==> src/rtl/burst_rd_fsm.sv <==
// burst_rd_fsm -- burst read sequencer.
//
// Issues BURST_LEN read beats per burst request. The memory may stall any
// beat with ws; a stalled beat is re-presented (beat_cnt holds) until accepted.
//
// Parameters:
//   BURST_LEN  beats per burst, 1..2**CNT_W
//   CNT_W      width of beat_cnt
//   WS_MAX     consecutive stalled WAIT cycles before a timeout, 1..255
//              (only meaningful when FSM_TIMEOUT_EN is defined)
//
// Ports:
//   clk       clock, rising edge
//   rst_n     synchronous active-low reset
//   go        burst request, sampled in IDLE only
//   ws        wait-state request; current beat not accepted while high
//   rd        read strobe, high in READ and WAIT
//   ds        done strobe, one cycle at end of a completed burst
//   busy      high in every state except IDLE
//   beat_cnt  index of the beat currently presented
//   err       timeout strobe, one cycle (always 0 without FSM_TIMEOUT_EN)
//
// Build option:
//   FSM_TIMEOUT_EN  adds an 8-bit wait counter and the ERR state.
module burst_rd_fsm #(
  parameter int BURST_LEN = 4,
  parameter int CNT_W     = 4,
  parameter int WS_MAX    = 8
) (
  input  logic             clk,
  input  logic             rst_n,
  input  logic             go,
  input  logic             ws,
  output logic             rd,
  output logic             ds,
  output logic             busy,
  output logic [CNT_W-1:0] beat_cnt,
  output logic             err
);

  if (BURST_LEN < 1 || BURST_LEN > 2**CNT_W || WS_MAX < 1 || WS_MAX > 255) begin : g_bad_params
    $error("burst_rd_fsm: illegal parameter combination");
  end

`ifdef FSM_TIMEOUT_EN
  typedef enum logic [2:0] {IDLE, READ, WAIT, DONE, ERR} state_t;
`else
  typedef enum logic [2:0] {IDLE, READ, WAIT, DONE} state_t;
`endif

  localparam logic [CNT_W-1:0] LAST_BEAT = CNT_W'(BURST_LEN - 1);

  state_t           state, state_nxt;
  logic [CNT_W-1:0] cnt_nxt;

`ifdef FSM_TIMEOUT_EN
  localparam logic [7:0] WS_LAST = 8'(WS_MAX - 1);
  logic [7:0] wcnt, wcnt_nxt;
`endif

  always_ff @(posedge clk) begin
    if (!rst_n) begin
      state    <= IDLE;
      beat_cnt <= '0;
`ifdef FSM_TIMEOUT_EN
      wcnt     <= '0;
`endif
    end else begin
      state    <= state_nxt;
      beat_cnt <= cnt_nxt;
`ifdef FSM_TIMEOUT_EN
      wcnt     <= wcnt_nxt;
`endif
    end
  end

  always_comb begin
    state_nxt = state;
    cnt_nxt   = beat_cnt;
`ifdef FSM_TIMEOUT_EN
    wcnt_nxt  = wcnt;
`endif
    case (state)
      IDLE: begin
        if (go) begin
          state_nxt = READ;
          cnt_nxt   = '0;
        end
      end
      READ, WAIT: begin
        if (!ws) begin
`ifdef FSM_TIMEOUT_EN
          wcnt_nxt = '0;
`endif
          if (beat_cnt == LAST_BEAT) begin
            state_nxt = DONE;
          end else begin
            state_nxt = READ;
            cnt_nxt   = beat_cnt + CNT_W'(1);
          end
        end else if (state == READ) begin
          state_nxt = WAIT;
`ifdef FSM_TIMEOUT_EN
          wcnt_nxt  = '0;
`endif
        end else begin
`ifdef FSM_TIMEOUT_EN
          // Counter values 0..WS_MAX-1 each cost one WAIT cycle, so the
          // timeout fires after exactly WS_MAX stalled WAIT cycles.
          if (wcnt == WS_LAST) begin
            state_nxt = ERR;
            wcnt_nxt  = '0;
          end else begin
            wcnt_nxt  = wcnt + 8'd1;
          end
`else
          state_nxt = WAIT;
`endif
        end
      end
      DONE: state_nxt = IDLE;
`ifdef FSM_TIMEOUT_EN
      ERR: begin
        state_nxt = IDLE;
        cnt_nxt   = '0;
      end
`endif
      default: state_nxt = IDLE;
    endcase
  end

  // All strobes decode from the state register only.
  assign rd   = (state == READ) || (state == WAIT);
  assign ds   = (state == DONE);
  assign busy = (state != IDLE);
`ifdef FSM_TIMEOUT_EN
  assign err  = (state == ERR);
`else
  assign err  = 1'b0;
`endif

endmodule

==> config.mk <==
export PLATFORM = sky130hd
export DESIGN_NAME = burst_rd_fsm
export DESIGN_NICKNAME = d
export VERILOG_FILES = /design/src/rtl/burst_rd_fsm.sv
export SDC_FILE = /design/constraint.sdc
export NUM_CORES = 1
export LEC_CHECK = 0
export CELL_PAD_IN_SITES_DETAIL_PLACEMENT = 2
export CELL_PAD_IN_SITES_GLOBAL_PLACEMENT = 2
export CORE_MARGIN = 2
export CORE_UTILIZATION = 26
export DETAILED_ROUTE_END_ITERATION = 8
export PLACE_DENSITY = 0.89
export SETUP_SLACK_MARGIN = 0.02
export SLEW_MARGIN = 0
export SYNTH_ARGS = -nofsm -noshare
export SYNTH_HDL_FRONTEND = slang
export SYNTH_SLANG_ARGS = --single-unit
==> constraint.sdc <==
create_clock -name clk -period 2.94 [get_ports clk]
set_input_delay 0.588 -clock clk [delete_from_list [all_inputs] [get_ports clk]]
set_output_delay 0.588 -clock clk [all_outputs]
set_load 0.005 [all_outputs]
== Yosys cells after proc, flatten, opt, wreduce, memory -nomap -nowiden ==
Cells that the tools add are included.

* Register bits: 7
* Input bits: 4
* Output and inout bits: 8
* Logic and storage cells: 24

* Add/subtract/negate cells: 1
* Equality and inequality tests: 7
* Mux-type cells: 8
* Reduce and logical (&&, ||, !) cells: 6

{| class="wikitable"
|+ Operator list
! cell !! number
|-
| 4-bit two-way mux || 3
|-
| 4-bit one-hot mux with 2 select lines || 1
|-
| 3-bit by 2-bit == test with 1-bit output, second input constant || 2
|-
| 3-bit two-way mux || 2
|-
| 2-bit inequality test, second input constant || 3
|-
| 3-bit one-hot mux with 2 select lines || 1
|-
| 4-bit by 1-bit adder with 4-bit output, second input constant || 1
|-
| 4-bit by 2-bit == test with 1-bit output, second input constant || 1
|-
| 4-bit AND reduction || 1
|-
| 3-bit by 1-bit == test with 1-bit output, second input constant || 1
|-
| 3-bit zero test || 1
|-
| 3-bit nonzero test || 1
|-
| 2-bit two-way mux || 1
|-
| 2-bit nonzero test || 1
|-
| 2-bit OR reduction || 1
|-
| 1-bit logical OR || 1
|}

== Longest topological paths before layout ==
Gate-level depths: netlist of the first run.

* Depth after elaboration: 4
* Depth in mapped cells: 6

== Least setup slack after synthesis of the first run ==
Ideal clock, no wire load.

* Path type: reg-to-reg
* Start: register state[0]
* End: register beat_cnt[2]
* Library setup time: 0.059 ns
* Arrival time: 1.545 ns
* Required time: 2.881 ns
* Setup slack: 1.336 ns
* Cell stages (with the launch flop): 7
* Path buffers: 0
* Cell sequence: dfxtp_1 inv_1 ha_1 nand3b_1 or3_4 nor3b_2 a31o_1

* Word-level cells in the longest chain between the ends: 4

{| class="wikitable"
|+ RTL lines
! element !! RTL line !! source
|-
| start: declaration || 53 || <nowiki>state_t state, state_nxt;</nowiki>
|-
| start signal: assignment || 69 || <nowiki>state <= state_nxt;</nowiki>
|-
| 3-bit by 1-bit == test with 1-bit output / 3-bit by 2-bit == test with 1-bit output (equally long branches) || 83 || <nowiki>case (state)</nowiki>
|-
| 2-bit OR reduction || 83 ||
|-
| 2-bit inequality test (no line) / 2-bit nonzero test (equally long branches) || - ||
|-
| 4-bit AND reduction (no line) || - ||
|-
| end signal: assignment || 70 || <nowiki>beat_cnt <= cnt_nxt;</nowiki>
|-
| end: declaration || 37 || <nowiki>output logic [CNT_W-1:0] beat_cnt,</nowiki>
|}

Parallel ways exist; a longest one is shown, timed or not.
A chain may end at the register's enable or synchronous reset.

== Final worst setup path of the first run ==
* Start: register state[1]
* End: output rd

* Word-level cells in the longest chain between the ends: 2

{| class="wikitable"
|+ RTL lines
! element !! RTL line !! source
|-
| 3-bit by 1-bit == test with 1-bit output / 3-bit by 2-bit == test with 1-bit output (equally long branches) || 133 || <nowiki>assign rd = (state == READ) || (state == WAIT);</nowiki>
|-
| 1-bit logical OR (*) || 133 ||
|-
| end: declaration || 34 || <nowiki>output logic rd,</nowiki>
|}

Every way passes the cells marked *; elsewhere a longest branch is shown, timed or not.

==> results by group, run 1 <==
Critical path
  – Critical path arrival: 1.69 ns
  – Worst Path Class, Setup: reg2out
  – R2R Path End: beat_cnt[3]
  – Worst Path Buf+Inv: 2
  – Worst reg-to-reg setup slack: between 1 and 1.5 ns
  – CP max-delay cell: clkdlybuf4s50_1
  – CP cell instances: inv_1, ha_1, clkdlybuf4s50_1
  – FF-to-FF path depth: 6
  – Startpoint types: flip-flop
  – Worst r2r src: state[1]
  – Worst stage delay on the critical path: 0.55 ns
  – Largest delay share family, worst path: buffers and inverters
  – Crit path from: state[1]
  – Critical-path maximum fanout: 9
  – CP required: 2.35 ns
  – CP Capture Type: primary output

Clock tree
  – CTS tree: built
  – CTS max path bufs: 2
  – H-tree depth: 1
  – CTS Hold Bufs: 0
  – Total CTS buffers: 3
  – CTS resizes: 0
  – CTS clock-pin slew for the worst setup and hold paths: 0.05 ns
  – Clock tree sinks: 6
  – Setup bufs post-CTS: 0
  – CTS root buffer: clkbuf_4
  – Clock latency at the later pin of the worst-skew pair: 0.25 ns

Floorplanning
  – Total core area: 0.001471 mm^2
  – Top Ports: 12
  – Die Wd: 43.00 um
  – Initial Util: 26.87%
  – FP Rows: 14
  – Die height: 43.00 um
  – Die ar.: 0.001849 mm^2

STA
  – Setup TNS: 0 ns
  – Worst Skew: 0.001108 ns
  – Final min period: 2.277 ns
  – Setup Viol. Count Final: 0
  – Fmax: 439.1 MHz
  – RSZ-0062 raised after global routing: false
  – Final Hold Vio Count: 0
  – Max-slew violations: 0
  – Tcrit/Tclk final: 77.46%

GRT
  – Total GRT Usage: between 15 and 20%
  – First-pass GRT wire length: 2.056 mm
  – Initial antenna violation count: 0
  – Congestion Overflow GR: 0
  – Largest net degree at the start of global routing: 10
  – Vias in the first global route: 419

Cells and area
  – Layout fillers: between 150 and 200
  – Area delta synth->final: 34.18%
  – N_diodes: 0
  – Final #Nets: 67
  – Final std cells w/o fill: 73
  – Share of cells above drive strength 1: between 10% and 20%
  – Reg area: 120.1 um^2
  – Multi-input combinational cell area: 252.7 um^2
  – Fin util: between 30% and 40%
  – Final Instance Area: 530.5 um^2

Placed design
  – Area after DPL: 508.0 um^2
  – Port buffer count: 10
  – Final Wtd Congestion: 0.7346
  – Half-perimeter wire length after detailed placement: 915.4 um
  – DP Cell Count: 70

Min path
  – Hold Path Depth: 2
  – Hold_sp: beat_cnt[0]
  – Hold-critical path endpoint: beat_cnt[0]
  – Hold Crit Class: reg2reg

Synthesis
  – Post-synthesis async set-or-reset flop share: 0%
  – EDFF count, synth: 0
  – Synth top cells by count: nand2_1 (7), dfxtp_1 (6), ha_1 (4), inv_1 (4), o21ai_0 (3)
  – Area contributors post-synth: dfxtp_1 (30%), ha_1 (13%), nand2_1 (6.6%), o32ai_2 (4.1%), o21ai_0 (3.8%)
  – Top FF cell, synth: dfxtp_1
  – Syn avg cell area: around 9 um^2
  – Cells after synthesis: 45
  – Synth Cell Area: 395.4 um^2
  – Most frequent cell after synthesis: nand2_1
  – Syn_nets: 53
  – Yosys cell types: 22
  – Register bit count reported by yosys: 6
  – Yosys warns: 0
  – Largest area contributor in the netlist: dfxtp_1
  – Seq/Total Area, Yosys: 30.38%
  – Share of the synthesized area in the top cell type: 30.38%

Pwr
  – Pwr per Cell Area: between 400 and 500 mW/mm^2
  – Peak VDD IR: 0.1655 mV
  – Logic pwr share: about a quarter
  – Clock power frac: between 30% and 40%
  – Sw Pwr: 0.06489 mW
  – Cell Int Power: between 0.15 and 0.2 mW
  – Switching share of power: 28.99%
  – Sequential share of power: 39.4%
  – Leakage power: 0.1992 nW

Detailed routing
  – DRT antenna net count: 0
  – Via count: 384
  – WL final: between 1 and 1.5 mm
  – Drt wl/cell: 16.23 um
  – # DRC: 0
  – DR iter-0 viols: 4
  – Vias per cell: 5.260
  – Router iterations before antenna repair: 4

Run status
  – Outcome: completed

Job
  – Max cap viols: 0
[routing by layer]
metal	vias to the layer above	global-route usage, %	share of wire [%]
met5	-	0	0
li1	182	-	-
met3	3	2.553	4.4
met4	0	9.091	1.9
met2	11	26.97	52
met1	188	18.35	42
[flip-flops by register name (all words and copies together), names as in the netlist]
| signal | cells |
|---|---|
| beat_cnt | 4 |
| state | 2 |
[metrics by stage]
stage	power [mW]	hold WS [ns]	setup WS, ns
2_1_floorplan	0.1203	0.4927	1.336
3_3_place_gp	0.1409	0.5172	0.8982
3_5_place_dp	0.1448	0.5354	0.8196
4_1_cts	0.2261	0.5455	0.6396
5_1_grt	0.2383	0.5823	0.5362
6_report	0.2238	0.5329	0.6627
[kinds of logic (layout without fill, tap and decap cells)]
group	after synthesis	after routing	synth area share, %
adders and majority gates	4	4	12.66
and+or+nand+nor	17	17	26.26
buffers and inverters	5	17	5.696
AOI/OAI and AO/OA	11	11	21.20
muxes	1	1	2.848
DFF	6	6	30.38
other	1	1	0.9485
[how the worst max path moves through the flow]
stage          slack [ns]          end  cells after the start
2_1_floorplan        1.34  beat_cnt[2]                      6
3_3_place_gp         0.90  beat_cnt[3]                      4
3_5_place_dp         0.82  beat_cnt[2]                      5
4_1_cts              0.64           rd                      3
5_1_grt              0.54           rd                      3
6_report             0.66           rd                      3
[cell type report]
class                      instances  share of cell area [%]
multi-input combinational         34                   47.64
sequential                         6                   22.64
timing repair buffer              10                   18.87
clock buffer                       3                   4.245
tap                               16                   3.774
inverter                           4                   2.830
[cell usage in the layout (no fill, tap or decap), types with 2 or more instances in the layout]
| master | synthesis | layout |
|---|---|---|
| nand3b_1 | 2 | 2 |
| clkbuf_4 | 0 | 3 |
| o21ai_0 | 3 | 3 |
| inv_1 | 4 | 4 |
| ha_1 | 4 | 4 |
| nand2_1 | 7 | 7 |
| clkdlybuf4s50_1 | 0 | 10 |
| nor3b_1 | 2 | 2 |
| dfxtp_1 | 6 | 6 |
| o31ai_1 | 2 | 2 |
| and2_1 | 2 | 2 |
[worst min-delay path, cell delays in order (launching register included)]
cell     delay (ns)
dfxtp_1        0.35
nand2_1        0.08
o22ai_1        0.06
[power by group through the flow]
stage                     logic [mW]  registers [mW]  clock network, mW
after floorplan               0.0313          0.0890                  0
after global placement        0.0515          0.0894                  0
after detailed placement      0.0547          0.0901                  0
after CTS                     0.0555          0.0885             0.0822
after global routing          0.0614          0.0890             0.0879
final                         0.0544          0.0883             0.0812
(Power assumes the default switching activity.)
==> inputs of run 2 (changes only) <==
CORE_UTILIZATION = 24   (was 26)
PLACE_DENSITY = 0.84   (was 0.89)
clock period = 2.33 ns   (was 2.94 ns; I/O delays follow)
==> run 2 against run 1 <==
  * First-iteration DRC count grew 75%
  * Clock skew is 0.018 ns higher
  * Non-clock buffer count up 1
  * Largest power group unchanged
  * Global-route usage is 1.2 points lower
  * Worst hold slack better by 0.0031 ns
  * Highest routed layer unchanged
  * Combinational power grew 31%
  * Total power increased by 28%
  * Core utilization is 0.59 points lower
  * Sequential share of layout area is 0.42 points lower
==> results by group, run 2 (synthesis gave the netlist of run 1 again) <==
Run status
  – Outcome: completed

Pwr
  – Cell Int Power: 0.2031 mW (+28%)
  – Clock power frac: 35.9% (-0.4 points)
  – Pwr per Cell Area: 528.1 mW/mm^2 (+25%)
  – Logic pwr share: 24.9% (+0.6 points)
  – Total power draw: 0.2855 mW (+28%)
  – Leakage power: 0.2029 nW (+1.9%)
  – Switching share of power: 28.86% (-0.13 points)
  – Peak VDD IR: 0.2297 mV (+39%)
  – Sequential share of power: 39.2% (-0.2 points)
  – Sw Pwr: 0.08239 mW (+27%)

Clock tree
  – Clock latency at the later pin of the worst-skew pair: 0.26 ns (about the same)
  – CTS clock-pin slew for the worst setup and hold paths: 0.06 ns (about the same)
  – H-tree depth: 1 (unchanged)
  – Clock tree sinks: 6 (unchanged)
  – CTS tree: built
  – Setup bufs post-CTS: 0 (unchanged)
  – Total CTS buffers: 3 (unchanged)
  – CTS Hold Bufs: 0 (unchanged)
  – CTS max path bufs: 2 (unchanged)
  – CTS root buffer: clkbuf_4
  – CTS resizes: 0 (unchanged)

Detailed routing
  – DRT antenna net count: 0 (unchanged)
  – # DRC: 0 (unchanged)
  – WL final: 1.133 mm (-4.4%)
  – Via count: 391 (+1.8%)
  – DR iter-0 viols: 7 (+3)
  – Vias per cell: 5.284 (+0.45%)
  – Router iterations before antenna repair: 4 (unchanged)
  – Drt wl/cell: 15.31 um (-5.7%)

Critical path
  – Crit path capture: rd
  – Worst reg-to-reg setup slack: 0.57 ns (-0.57 ns)
  – R2R Path End: beat_cnt[2]
  – Critical-path maximum fanout: 9 (unchanged)
  – Crit path from: state[0]
  – Startpoint types: flip-flop
  – FF-to-FF path depth: 6 (unchanged)
  – Worst Path Class, Setup: reg2out
  – Worst r2r src: state[0]
  – CP required: 1.86 ns (-0.49 ns)
  – CP Capture Type: primary output
  – Critical path arrival: 1.66 ns (-0.03 ns)

Placed design
  – Pre-CTS setup slack: 0.4046 ns (-0.4149 ns)
  – Half-perimeter wire length after detailed placement: 866 um (-5.4%)
  – DP Cell Count: 71 (+1.4%)
  – Final Wtd Congestion: 0.7150 (-2.7%)
  – Port buffer count: 10 (unchanged)

Floorplanning
  – Initial Util: 25.94% (-0.93 points)
  – Die height: 44.59 um (+3.7%)
  – Die ar.: 0.001988 mm^2 (+7.6%)
  – Die Wd: 44.59 um (+3.7%)
  – Total core area: 0.001524 mm^2 (+3.6%)
  – FP Rows: 14 (unchanged)
  – Top Ports: 12 (unchanged)

Cells and area
  – N_diodes: 0 (unchanged)
  – Final #Nets: 68 (+1.5%)
  – Area delta synth->final: 36.71%
  – Share of cells above drive strength 1: 13.79% (+3.3 points)
  – Commonest non-fill, non-tap cell in the layout: clkdlybuf4s50_1
  – Largest register FFs: 4 (unchanged)
  – Biggest register: beat_cnt
  – Biggest regs: beat_cnt x4, state x2
  – Final std cells w/o fill: 74 (+1.4%)
  – Commonest cells after routing, fill and taps aside: clkdlybuf4s50_1 (10), nand2_1 (7), dfxtp_1 (6), inv_1 (4)

GRT
  – First-pass GRT wire length: 1.883 mm (-8.4%)
  – Largest net degree at the start of global routing: 10 (unchanged)
  – Total GRT Usage: 14.54% (-1.2 points)
  – Congestion Overflow GR: 0 (unchanged)
  – Initial antenna violation count: 0 (unchanged)
  – Vias in the first global route: 378 (-9.8%)

Job
  – Max cap viols: 0 (unchanged)

STA
  – Final min period: about 2.1 ns
  – Worst Skew: 0.01916 ns (+0.01805 ns)
  – RSZ-0062 raised after global routing: false
  – Setup TNS: 0 ns (unchanged)
  – Fmax: between 400 and 500 MHz
  – Final Hold Vio Count: 0 (unchanged)
  – Setup Viol. Count Final: 0 (unchanged)
  – Max-slew violations: 0 (unchanged)
  – Tcrit/Tclk final: 91.31%
  – Setup ws final: 0.2026 ns (-0.4601 ns)

Min path
  – Hold Crit Class: reg2reg
-- run 2: cell count changes in the layout (fill, tap and decap cells not counted), sizes merged --
cell / delta
buf: +1
-- run 2: area by class of cell --
type / instances / area, um^2
fill: 167 / 983.4
multi-input combinational: 34 / 255.2
sequential: 6 / 120.1
timing repair buffer: 11 / 107.6
clock buffer: 3 / 22.52
tap: 16 / 20.02
inverter: 4 / 15.01
-- run 2: routing by layer --
layer,up-vias,track usage [%],part of all wire (%)
li1,186,-,-
met1,192,17.94,47
met2,11,19.71,45
met3,2,6.122,4.8
met4,0,10.91,3.0
met5,-,0,0
-- run 2: worst min path at each step --
stage                      startpoint           to  slack (ns)  cells after the start
after CTS                 beat_cnt[0]  beat_cnt[0]        0.54                      2
after global routing      beat_cnt[0]  beat_cnt[0]        0.59                      2
after global placement    beat_cnt[0]  beat_cnt[0]        0.53                      2
after floorplan           beat_cnt[0]  beat_cnt[0]        0.49                      2
after detailed placement  beat_cnt[0]  beat_cnt[0]        0.53                      2
final                     beat_cnt[0]  beat_cnt[0]        0.54                      2
-- run 2: power by group through the flow --
stage               registers, mW  clock network (mW)  logic [mW]
floorplan                   0.112                   0      0.0396
global placement            0.113                   0      0.0676
detailed placement          0.114                   0      0.0695
CTS                         0.112               0.104      0.0705
global route                0.113               0.116      0.0795
finish                      0.112               0.102      0.0712
-- run 2: worst max-delay path: stages (launching register included) --
cell and delay [ns]:
dfxtp_1 0.39, inv_1 0.06, ha_2 0.41, clkdlybuf4s50_1 0.53
-- run 2: stage by stage --
step | hold WS (ns) | utilization, % | cell area (um^2)
after floorplan | 0.4927 | - | 395.4
after global placement | 0.5266 | 33.83 | 515.5
after detailed placement | 0.5333 | 33.83 | 515.5
after CTS | 0.5413 | 35.30 | 538.0
after global routing | 0.5856 | 35.47 | 540.5
final | 0.5360 | 35.47 | 540.5
